### src/rtl/if_id_stage.sv
// IF/ID stage: owns the fetch PC, drives the I-cache, and holds the IF/ID
// pipeline register. Handles hazard stalls, flush redirects, and redirects
// that arrive during an I-cache miss. A redirect seen during a miss is
// parked in pend_pc until the miss clears. The fetch address must not change
// while the cache is still working on it.
module if_id_stage (
   input  logic        clk,
   input  logic        rst,
   input  logic        hazard_stall,
   input  logic        hazard_flush,
   input  logic        hazard_mux,
   input  logic [31:0] branch_target,
   input  logic [31:0] jump_target,
   input  logic        ICACHE_stall,
   input  logic [31:0] ICACHE_rdata,
   output logic [31:0] ICACHE_addr,
   output logic        ICACHE_ren,
   output logic [31:0] IF_ID_pc,
   output logic [31:0] IF_ID_inst,
   output logic        IF_ID_valid,
   output logic [6:0]  IF_ID_op,
   output logic [4:0]  IF_ID_rs1,
   output logic [4:0]  IF_ID_rs2,
   output logic [15:0] stall_cnt
);

   localparam logic [31:0] NOP = 32'h0000_0013;

   typedef enum logic {RUN, PEND_REDIR} state_t;

   typedef struct packed {
      logic [31:0] pc;
      logic [31:0] inst;
      logic        valid;
   } ifid_t;

   state_t      state, state_nxt;
   logic [31:0] pc, pc_nxt;
   logic [31:0] pend_pc, pend_nxt;
   ifid_t       ifid, ifid_nxt;
   logic [15:0] cnt_nxt;
   logic        hold;
   logic        redir;
   logic [31:0] tgt;

   // A flush only counts when the hazard unit is not also holding the pipe.
   assign redir = hazard_flush & ~hazard_stall;
   assign tgt   = hazard_mux ? branch_target : jump_target;

   assign ICACHE_addr = pc;
   assign ICACHE_ren  = ~rst;

   assign IF_ID_pc    = ifid.pc;
   assign IF_ID_inst  = ifid.inst;
   assign IF_ID_valid = ifid.valid;
   assign IF_ID_op    = ifid.inst[6:0];
   assign IF_ID_rs1   = ifid.inst[19:15];
   assign IF_ID_rs2   = ifid.inst[24:20];

   // Next-state logic: PC update, IF/ID load/squash, pending redirect, stall count.
   always_comb begin
      state_nxt = state;
      pc_nxt    = pc;
      pend_nxt  = pend_pc;
      ifid_nxt  = ifid;
      hold      = 1'b0;
      case (state)
         RUN: begin
            if (ICACHE_stall) begin
               // Address must stay put; remember the redirect for later.
               hold = 1'b1;
               if (redir) begin
                  pend_nxt       = tgt;
                  ifid_nxt.valid = 1'b0;
                  state_nxt      = PEND_REDIR;
               end
            end else if (hazard_stall) begin
               hold = 1'b1;
            end else if (hazard_flush) begin
               pc_nxt         = tgt;
               ifid_nxt.valid = 1'b0;
               ifid_nxt.inst  = NOP;
            end else begin
               pc_nxt   = pc + 32'd4;
               ifid_nxt = '{pc: pc, inst: ICACHE_rdata, valid: 1'b1};
            end
         end
         PEND_REDIR: begin
            if (ICACHE_stall) begin
               // Newest redirect wins while we are still waiting.
               hold = 1'b1;
               if (redir) pend_nxt = tgt;
            end else begin
               // Miss data belongs to the abandoned path; drop it.
               pc_nxt         = redir ? tgt : pend_pc;
               ifid_nxt.valid = 1'b0;
               ifid_nxt.inst  = NOP;
               state_nxt      = RUN;
            end
         end
         default: state_nxt = RUN;
      endcase
      cnt_nxt = (hold && stall_cnt != 16'hFFFF) ? stall_cnt + 16'd1 : stall_cnt;
   end

   // State register with synchronous reset taking priority over everything.
   always_ff @(posedge clk) begin
      if (rst) begin
         state     <= RUN;
         pc        <= 32'h0;
         pend_pc   <= 32'h0;
         ifid      <= '{pc: 32'h0, inst: NOP, valid: 1'b0};
         stall_cnt <= 16'h0;
      end else begin
         state     <= state_nxt;
         pc        <= pc_nxt;
         pend_pc   <= pend_nxt;
         ifid      <= ifid_nxt;
         stall_cnt <= cnt_nxt;
      end
   end

endmodule

### config.mk
export PLATFORM = sky130hd
export DESIGN_NAME = if_id_stage
export DESIGN_NICKNAME = d
export VERILOG_FILES = /design/src/rtl/if_id_stage.sv
export SDC_FILE = /design/constraint.sdc
export NUM_CORES = 1
export LEC_CHECK = 0
export BUFFER_PORTS_ARGS = -buffer_cell sky130_fd_sc_hd__buf_2
export CORE_MARGIN = 1.5
export CORE_UTILIZATION = 51
export DETAILED_ROUTE_END_ITERATION = 10
export MAX_ROUTING_LAYER = met4
export PLACE_DENSITY_LB_ADDON = 0.2
export SKIP_LAST_GASP = 1
export SLEW_MARGIN = 15
export SYNTH_ARGS = -nofsm -noshare
export SYNTH_HDL_FRONTEND = slang
export SYNTH_SLANG_ARGS = --single-unit
### constraint.sdc
create_clock -name clk -period 2.1 [get_ports clk]
set_clock_uncertainty 0.1 [all_clocks]
set_input_delay 0.105 -clock clk [delete_from_list [all_inputs] [get_ports clk]]
set_output_delay 0.105 -clock clk [all_outputs]
set_load 0.05 [all_outputs]
==> results.txt, run 1 <==
----------------------------------------------------
[Worst setup path]
  Startpoint class of the critical path ... flip-flop
  Arrival time worst endpoint ... 2270 ps
  Largest driver fanout on the critical path ... 5
  Crit Path Category ... flip-flop to flip-flop
  Worst EP required ... roughly 2300 ps
  Endpoint type of the worst setup path ... flip-flop

[Clock network]
  Number of clock sinks ... 146
  PostCTS Resize Cnt ... 0
  Clock slew at the register clock pins of the worst setup and hold paths ... 60 ps
  CTS Buffer Depth ... 2
  Clock tree from TritonCTS ... done
  Count of H-tree levels built during CTS ... 4
  Clk_lat worst skew ... 430 ps
  CTS Buf Count ... 17
  Post-CTS Hold Buffers ... 43
  Root buffer selected by CTS ... clkbuf_16
  Buffers inserted by post-CTS timing repair ... 0

[Timing]
  Sum of negative setup slack ... 0 ps
  Slew at the pin closest to its max-slew limit ... between 600 and 700 ps
  Share of the clock period used by the worst path ... 96.8%
  Setup slack of the critical path after layout ... between 60 and 70 ps
  Final Hold Violating Endpoints ... 0
  Setup violators final ... 0
  Unrepaired setup endpoints after global routing ... false
  Pins over their slew limit ... 0
  Shortest period the worst path allows ... 2030 ps
  Hold slack ... 2.70 ps
  Worst relative slew slack ... 54.2%
  Highest achievable clock rate ... 0.492 GHz

[Routing]
  Remaining antenna violation count after routing ... 0
  First-iteration detailed-routing DRC count ... a little under 700
  Total detailed-routing wirelength ... 21.8 mm
  Routed via count ... 7478
  DRC viols ... 0
  Wire per inst ... roughly 17 um
  Initial DRT Pass Iterations ... 5
  Per-cell via count in the routed design ... 5.71

[Floorplan]
  Area of the die ... 14600 um^2
  Core ar. ... roughly 13000 um^2
  Die height ... approximately 120 um
  Starting density of the core ... 53.0%
  Row cnt ... 42
  Number of placed I/O pins ... between 200 and 250
  Die boundary width ... 121 um

[Synthesis]
  Count of yosys warnings during synthesis ... 0
  Number of instances in the synthesized netlist ... 881
  Flip-flop and latch count after synthesis ... 146
  Post-synthesis instance area ... 7100 um^2
  Sequential cell area fraction in the yosys report ... about two fifths
  Net count after synthesis ... approximately 990
  Number of different library cells in the post-synthesis netlist ... 70
  EDFF count, synth ... 0
  Largest area contributor in the synthesized netlist ... dfxtp_1
  Fraction of synthesized cell area taken by the top area cell type ... 41.2%
  Cell with the most instances after synthesis ... dfxtp_1
  Prevailing post-synth register cell ... dfxtp_1
  Async S/R FF share, synth ... 0%
  Leading cell types by total area after synthesis ... dfxtp_1, nand2_1, a21oi_1, nor2_1, a211oi_1
  Commonest cells in the netlist ... dfxtp_1, nand2_1, a21oi_1
  Avg Inst Size Synth ... 8.06 um^2

[Finish]
  Synth-to-Final Area Change ... 32.7%
  Fill cell count ... between 1000 and 1500
  Net count reported at finish ... 1226
  Area taken by flip-flops and latches ... 2940 um^2
  Antenna Cells ... 0
  Multi-input logic area ... between 3000 and 4000 um^2
  Area of all placed cells without fillers ... 9420 um^2
  Layout cells sized above 1 ... 30.0%

[Place]
  Post-detail-place hpwl ... 14.6 mm
  Worst slack after detailed placement ... 101 ps
  Weighted congestion reported at the end of routability-driven placement ... ~0.9
  # port buffers ... approximately 230
  Placed instance area ... 8390 um^2

[GRT]
  Number of global-route vias before repair ... 6659
  Total routing usage reported by global routing ... 30.4%
  Number of antenna violations at the first check in global routing ... 0
  First-pass GRT wire length ... 34.3 mm
  Overflow after GRT ... 0
  Largest net degree at the start of global routing ... 137

[Power]
  Static leakage ... slightly below 0.004 uW
  Worst VDD drop ... 0.000542 V
  Cell Pwr Density ... 761 nW/um^2

[Hold path]
  Class of the worst hold path ... primary input to flip-flop

[Status]
  Run status ... finished clean

[Run]
  Maximum capacitance violations ... 0

----------------------------------------------------
-- stage by stage --
stage          total power, uW  cells  utilization [%]
2_1_floorplan             3730    881                -
3_3_place_gp              4050   1236             62.6
3_5_place_dp              4070   1236             62.6
4_1_cts                   7190   1310             70.3
5_1_grt                   7410   1310             70.3
6_report                  7170   1310             70.3
-- flip-flops by register name (all words and copies together) (netlist names) --
name         cells
ICACHE_addr     32
IF_ID_inst      32
IF_ID_pc        32
IF_ID_valid      1
pend_pc         32
stall_cnt       16
state            1
-- final cells by class --
cell class | instances | area share, %
multi-input combinational | 631 | 39.0
sequential | 146 | 31.2
timing repair buffer | 315 | 20.6
clock buffer | 23 | 4.97
tap | 176 | 2.34
clock inverter | 8 | 1.37
inverter | 11 | 0.438
-- where the power goes --
group,internal [uW],switching [uW]
clock,1930,1160
combinational,387,733
sequential,2870,92.8
total,5190,1980
-- cells in the final DEF (no fill, tap or decap), types with 32 or more instances in the layout --
cell	count
buf_2	231
dfxtp_1	130
nand2_1	130
a21oi_1	88
nor2_1	73
dlygate4sd3_1	43
nand3_1	40
a211oi_1	37
buf_4	37
nor3_1	34
o21ai_0	32
-- cells by family after synthesis --
logic type / share of synthesized area, %
buffers and inverters: 7.47
flip-flops: 41.2
XOR/XNOR: 1.60
multiplexers: 5.25
adder cells (fa/ha/maj): 0.352
AO/OA/AOI/OAI: 20.6
AND/OR/NAND/NOR: 23.5
-- worst paths after layout --
check                                             startpoint  cells past startpoint                           end  slack [ps]
worst max-delay path            ICACHE_addr[25]$_SDFFE_PP0P_                      5  ICACHE_addr[27]$_SDFFE_PP0P_          70
worst min register to register     IF_ID_pc[24]$_SDFFE_PP0P_                      2     IF_ID_pc[24]$_SDFFE_PP0P_         350
worst min-delay path                         jump_target[31]                      3      pend_pc[31]$_SDFFE_PP0P_           3
worst max register to register  ICACHE_addr[25]$_SDFFE_PP0P_                      5  ICACHE_addr[27]$_SDFFE_PP0P_          70
-- worst max-delay path, cell delays in order, from the launching register on --
cell and delay (ps):
dfxtp_1 420, nand4_1 210, nor4_1 310, nor4b_2 400, mux2_2 380, a31oi_1 130
-- routing by layer --
layer / GRT usage (%) / routed length, um
met1: 39.9 / 9650
met2: 47.4 / 10000
met3: 6.63 / 1830
met4: 8.31 / 291
met5: - / 0
No activity file was read; power rests on OpenSTA's default activity.
==> run 2: changes to the inputs <==
BUFFER_PORTS_ARGS = -buffer_cell sky130_fd_sc_hd__buf_4   (was -buffer_cell sky130_fd_sc_hd__buf_2)
==> results.txt, run 2 (synthesis results as in run 1) <==
----------------------------------------------------
[Worst setup path]
  Crit Path Category ... flip-flop to flip-flop
  Slowest cell on the critical path ... dfxtp_2
  Max incr delay on CP ... 420 ps
  Endpoint type of the worst setup path ... flip-flop
  Worst flop-to-flop path endpoint ... ICACHE_addr[27]$_SDFFE_PP0P_
  Reg2Reg Depth ... 5
  Worst EP required ... 2350 ps
  Worst flop-to-flop path startpoint ... ICACHE_addr[24]$_SDFFE_PP0P_
  Largest driver fanout on the critical path ... 8
  Kind of cell adding the most delay to the critical path ... simple AND/OR/NAND/NOR gates
  Logic depth of the worst path, buffers included ... 5
  Crit path buf inv count ... 0
  Arrival time worst endpoint ... roughly 2200 ps
  Source of the critical timing path ... ICACHE_addr[24]$_SDFFE_PP0P_
  Worst setup endpoint ... ICACHE_addr[27]$_SDFFE_PP0P_
  Worst R2R Setup Slack ... 110 ps
  Critical path cell sequence ... nand4_1, nor4_1, nor4b_4, mux2_2, a31oi_1
  Startpoint class of the critical path ... flip-flop

[Routing]
  Met1 routed wirelength after detailed routing ... 9.30 mm
  DRC viols ... 0
  First-iteration detailed-routing DRC count ... 553
  Amount of wire on met3 after detailed routing ... 2.01 mm
  Remaining antenna violation count after routing ... 0
  Per-cell via count in the routed design ... about 5.7
  Highest routing layer actually used ... met4
  Wire per inst ... 16.7 um
  Total detailed-routing wirelength ... 21.7 mm
  Initial DRT Pass Iterations ... 6
  Routed via count ... 7399
  Met2 layer wire length in the routed design ... 10.0 mm

[Timing]
  Shortest period the worst path allows ... approximately 2000 ps
  Worst relative slew slack ... 60.5%
  Highest achievable clock rate ... 0.502 GHz
  Setup violators final ... 0
  Hold slack ... ~3.8 ps
  Pins over their slew limit ... 0
  Final Hold Violating Endpoints ... 0
  Share of the clock period used by the worst path ... 94.9%
  Slew at the pin closest to its max-slew limit ... 593 ps
  Unrepaired setup endpoints after global routing ... true
  Sum of negative setup slack ... 0 ps
  Setup slack of the critical path after layout ... 107 ps

[GRT]
  First-pass GRT wire length ... 34.3 mm
  Number of global-route vias before repair ... 6697
  Overflow after GRT ... 0
  Largest net degree at the start of global routing ... 89
  Number of antenna violations at the first check in global routing ... 0
  Total routing usage reported by global routing ... 30.5%

[Clock network]
  Count of H-tree levels built during CTS ... 4
  Clock tree from TritonCTS ... done
  Root buffer selected by CTS ... clkbuf_16
  Clk_lat worst skew ... roughly 420 ps
  Clock slew at the register clock pins of the worst setup and hold paths ... 60 ps
  CTS Buf Count ... 17
  Number of clock sinks ... 146
  CTS Buffer Depth ... 2

[Finish]
  Synth-to-Final Area Change ... 39.3%
  Antenna Cells ... 0
  Fin cells ... 1295
  Multi-input logic area ... 3680 um^2
  Area taken by flip-flops and latches ... 2940 um^2
  Layout cells sized above 1 ... 29.8%
  Fill cell count ... 1015
  Leading cell type in the layout, fill and taps excluded ... buf_4
  Net count reported at finish ... roughly 1200
  Leading cell types in the layout, fill and taps excluded ... buf_4, dfxtp_1, nand2_1, a21oi_1, nor2_1

[Place]
  # port buffers ... 232
  Placed Cells incl. Taps ... 1229
  Post-detail-place hpwl ... 14.8 mm
  Weighted congestion reported at the end of routability-driven placement ... 0.907
  Worst slack after detailed placement ... 116 ps

[Status]
  Run status ... finished clean

[Power]
  Cell Pwr Density ... between 700 and 800 nW/um^2
  Static leakage ... 0.00395 uW
  Total power after layout ... 7100 uW
  Worst VDD drop ... 0.000543 V

[Floorplan]
  Die height ... 121 um
  Number of placed I/O pins ... roughly 230
  Area of the die ... ~15000 um^2
  Die boundary width ... 121 um
  Row cnt ... 42
  Core ar. ... roughly 13000 um^2
  Starting density of the core ... 53.0%

[Run]
  Maximum capacitance violations ... 0

[Hold path]
  Class of the worst hold path ... primary input to flip-flop

----------------------------------------------------
==> run 2: cell types whose count changed in the layout (fill, tap and decap cells not counted), moves of 3 or more <==
cell / change
clkinv_2: +4
clkinvlp_4: -4
dlygate4sd3_1: -8
buf_2: -231
buf_12: +3
buf_4: +221
==> run 2: worst min path at each step <==
stage,startpoint,endpoint,cells past startpoint
2_1_floorplan,ICACHE_rdata[10],IF_ID_inst[10]$_SDFFE_PP0P_,2
3_3_place_gp,ICACHE_rdata[1],IF_ID_inst[1]$_SDFFE_PP1P_,3
3_5_place_dp,ICACHE_rdata[14],IF_ID_inst[14]$_SDFFE_PP0P_,3
4_1_cts,jump_target[14],pend_pc[14]$_SDFFE_PP0P_,4
5_1_grt,jump_target[19],pend_pc[19]$_SDFFE_PP0P_,3
6_report,jump_target[14],pend_pc[14]$_SDFFE_PP0P_,4
==> run 2: final cells by class <==
| class | instances | share of cell area [%] |
|---|---|---|
| clock inverter | 6 | 0.810 |
| sequential | 146 | 29.8 |
| timing repair buffer | 301 | 24.7 |
| clock buffer | 24 | 4.87 |
| tap | 176 | 2.23 |
| multi-input combinational | 631 | 37.3 |
| inverter | 11 | 0.418 |
==> run 2: worst reg2reg max path: cells and delay by family, from the launching register on <==
kind	cells	cell delay (ps)
and+or+nand+nor	3	900
DFF	1	420
muxes	1	380
AOI/OAI and AO/OA	1	130
==> run 2: timing repair <==
item                                    4_1_cts  5_1_grt
hold buffers                                 35        0
setup buffers                                 0        1
endpoints found under the hold margin        47        0
resized for setup                             0        3
endpoints found under the setup margin        0        8
==> run 2: through the flow <==
stage	cell area (um^2)	util, %
detailed placement	8950	66.8
global route	9890	73.8
global placement	8950	66.8
floorplan	7120	-
CTS	9870	73.6
finish	9890	73.8
==> run 2: power by group <==
part           switching [uW]  total, uW  leakage, uW  internal (uW)
combinational             732       1210      0.00248            474
sequential                101       2980      0.00119           2870
clock                    1100       2920     0.000280           1820
total                    1930       7100      0.00395           5170
==> run 2: per-layer routing <==
layer,vias up,global-route usage [%]
met4,0,9.26
met2,372,48.0
li1,3595,-
met5,-,-
met1,3394,39.6
met3,38,6.20
==> run 3: changes to the inputs <==
BUFFER_PORTS_ARGS = unset   (was -buffer_cell sky130_fd_sc_hd__buf_4)
CORE_UTILIZATION = 60   (was 51)
DONT_BUFFER_PORTS = 1   (was unset)
==> results.txt, run 3 (synthesis results as in run 1) <==
----------------------------------------------------
[Finish]
  Layout cells sized above 1 ... about 17%
  Fin cells ... 1133
  Synth-to-Final Area Change ... 28.3%
  Antenna Cells ... 0
  Post-layout utilization of the core ... between 70% and 80%
  Net count reported at finish ... approximately 1100
  Leading cell types in the layout, fill and taps excluded ... dfxtp_1, nand2_1, a21oi_1, dlygate4sd3_1, buf_4

[Worst setup path]
  Crit Path Category ... flip-flop to flip-flop
  Worst flop-to-flop path startpoint ... state$_SDFF_PP0_
  Arrival time worst endpoint ... 2270 ps
  Reg2Reg Depth ... 5
  Worst flop-to-flop path endpoint ... ICACHE_addr[0]$_SDFFE_PP0P_
  Startpoint class of the critical path ... flip-flop
  Largest driver fanout on the critical path ... 13
  Endpoint type of the worst setup path ... flip-flop
  Worst R2R Setup Slack ... approximately 37 ps
  Worst EP required ... 2300 ps

[Clock network]
  Clock slew at the register clock pins of the worst setup and hold paths ... 60 ps
  Root buffer selected by CTS ... clkbuf_16
  CTS Buf Count ... 17
  Count of H-tree levels built during CTS ... 4
  Number of clock sinks ... about 150
  Clk_lat worst skew ... 430 ps
  Clock tree from TritonCTS ... done
  CTS Buffer Depth ... 2

[Place]
  Post-detail-place hpwl ... between 10 and 15 mm
  Placed Cells incl. Taps ... 1017
  Worst slack after detailed placement ... 81.6 ps
  # port buffers ... 0
  Weighted congestion reported at the end of routability-driven placement ... 0.927

[Routing]
  Remaining antenna violation count after routing ... 0
  Routed via count ... 7339
  DRC viols ... 0
  Per-cell via count in the routed design ... 6.48
  Wire per inst ... 20.5 um
  Total detailed-routing wirelength ... 23.2 mm
  First-iteration detailed-routing DRC count ... 869
  Initial DRT Pass Iterations ... 8

[Timing]
  Highest achievable clock rate ... 0.485 GHz
  Unrepaired setup endpoints after global routing ... true
  Worst relative slew slack ... 57.3%
  Share of the clock period used by the worst path ... 98.2%
  Pins over their slew limit ... 0
  Setup slack of the critical path after layout ... roughly 37 ps
  Final Hold Violating Endpoints ... 1
  Setup violators final ... 0
  Hold slack ... -22.3 ps
  Sum of negative setup slack ... 0 ps
  Slew at the pin closest to its max-slew limit ... 640 ps
  Shortest period the worst path allows ... around 2100 ps

[Floorplan]
  Number of placed I/O pins ... 233
  Core ar. ... 11500 um^2
  Area of the die ... 12500 um^2
  Starting density of the core ... 61.9%
  Die boundary width ... about 110 um
  Row cnt ... 39
  Die height ... approximately 110 um

[GRT]
  Overflow after GRT ... 0
  Largest net degree at the start of global routing ... 101
  Total routing usage reported by global routing ... 36.8%
  Number of global-route vias before repair ... between 7000 and 8000
  First-pass GRT wire length ... 35.8 mm
  Number of antenna violations at the first check in global routing ... 0

[Hold path]
  End of the worst hold path ... ICACHE_addr[4]$_SDFFE_PP0P_
  Count of cells along the worst hold path ... 3
  Start point of the worst hold path ... hazard_flush
  Class of the worst hold path ... primary input to flip-flop

[Power]
  Static leakage ... approximately 0.0034 uW
  Total power after layout ... between 7000 and 8000 uW
  Worst VDD drop ... ~0.00076 V
  Cell Pwr Density ... 805 nW/um^2

[Status]
  Run status ... finished, violations left
  Violated checks ... hold timing

[Run]
  Maximum capacitance violations ... 0

----------------------------------------------------
## run 3: cell types whose count changed in the layout (fill, tap and decap cells not counted), sizes merged
cell         delta
bufinv          +2
buf           -178
inv             +1
dlygate4sd3    +46
clkinv          +3
clkbuf          -5
clkinvlp        +2
## run 3: routing by layer
layer / track usage (%) / wire, um / part of all wire, % / vias to the layer above
li1: - / - / - / 3340
met3: 11.2 / 2280 / 9.8 / 86
met5: - / 0 / 0 / -
met4: 16.7 / 926 / 4.0 / 0
met2: 60.6 / 11400 / 49 / 453
met1: 41.1 / 8610 / 37 / 3460
## run 3: layout make-up
cell class	count	area, um^2
clock buffers	18	439
clock inverters	14	205
fillers	759	2360
inverters	11	41.3
multi-input cells	631	3700
flip-flops and latches	146	2940
well taps	143	179
repair buffers	170	1600
## run 3: worst max-delay path: stages (launching register included)
cell and delay [ps]:
dfxtp_1 300, buf_4 150, or2_2 440, a21oi_1 290, nor3_2 80, dlygate4sd3_1 580
## run 3: stage by stage
stage	hold WS (ps)	cell area, um^2
2_1_floorplan	157	7120
3_3_place_gp	84.3	7560
3_5_place_dp	85.4	7560
4_1_cts	2.59	9040
5_1_grt	-1.94	9110
6_report	-22.3	9110
## run 3: how the worst max path moves through the flow
stage,from,endpoint,slack (ps),cells after the start
global route,stall_cnt[9]$_SDFFE_PP0P_,stall_cnt[7]$_SDFFE_PP0P_,-40,5
detailed placement,state$_SDFF_PP0_,ICACHE_addr[21]$_SDFFE_PP0P_,80,8
global placement,state$_SDFF_PP0_,ICACHE_addr[21]$_SDFFE_PP0P_,120,8
finish,state$_SDFF_PP0_,ICACHE_addr[0]$_SDFFE_PP0P_,40,5
floorplan,ICACHE_addr[16]$_SDFFE_PP0P_,ICACHE_addr[25]$_SDFFE_PP0P_,0.7,5
CTS,state$_SDFF_PP0_,ICACHE_addr[4]$_SDFFE_PP0P_,50,5
## run 3: repair_timing
item / in CTS / in global routing
endpoints found under the setup margin: 0 / 5
resized for setup: 0 / 11
hold buffers: 82 / 1
setup buffers: 0 / 1
hold endpoints to repair: 146 / 1
## run 3: where the power goes
| group | leakage [uW] | switching (uW) | total (uW) | internal, uW |
|---|---|---|---|---|
| registers | 0.00119 | 159 | 3030 | 2870 |
| logic | 0.00186 | 640 | 1020 | 376 |
| clock network | 0.000307 | 1260 | 3290 | 2040 |
| total | 0.00336 | 2050 | 7340 | 5280 |
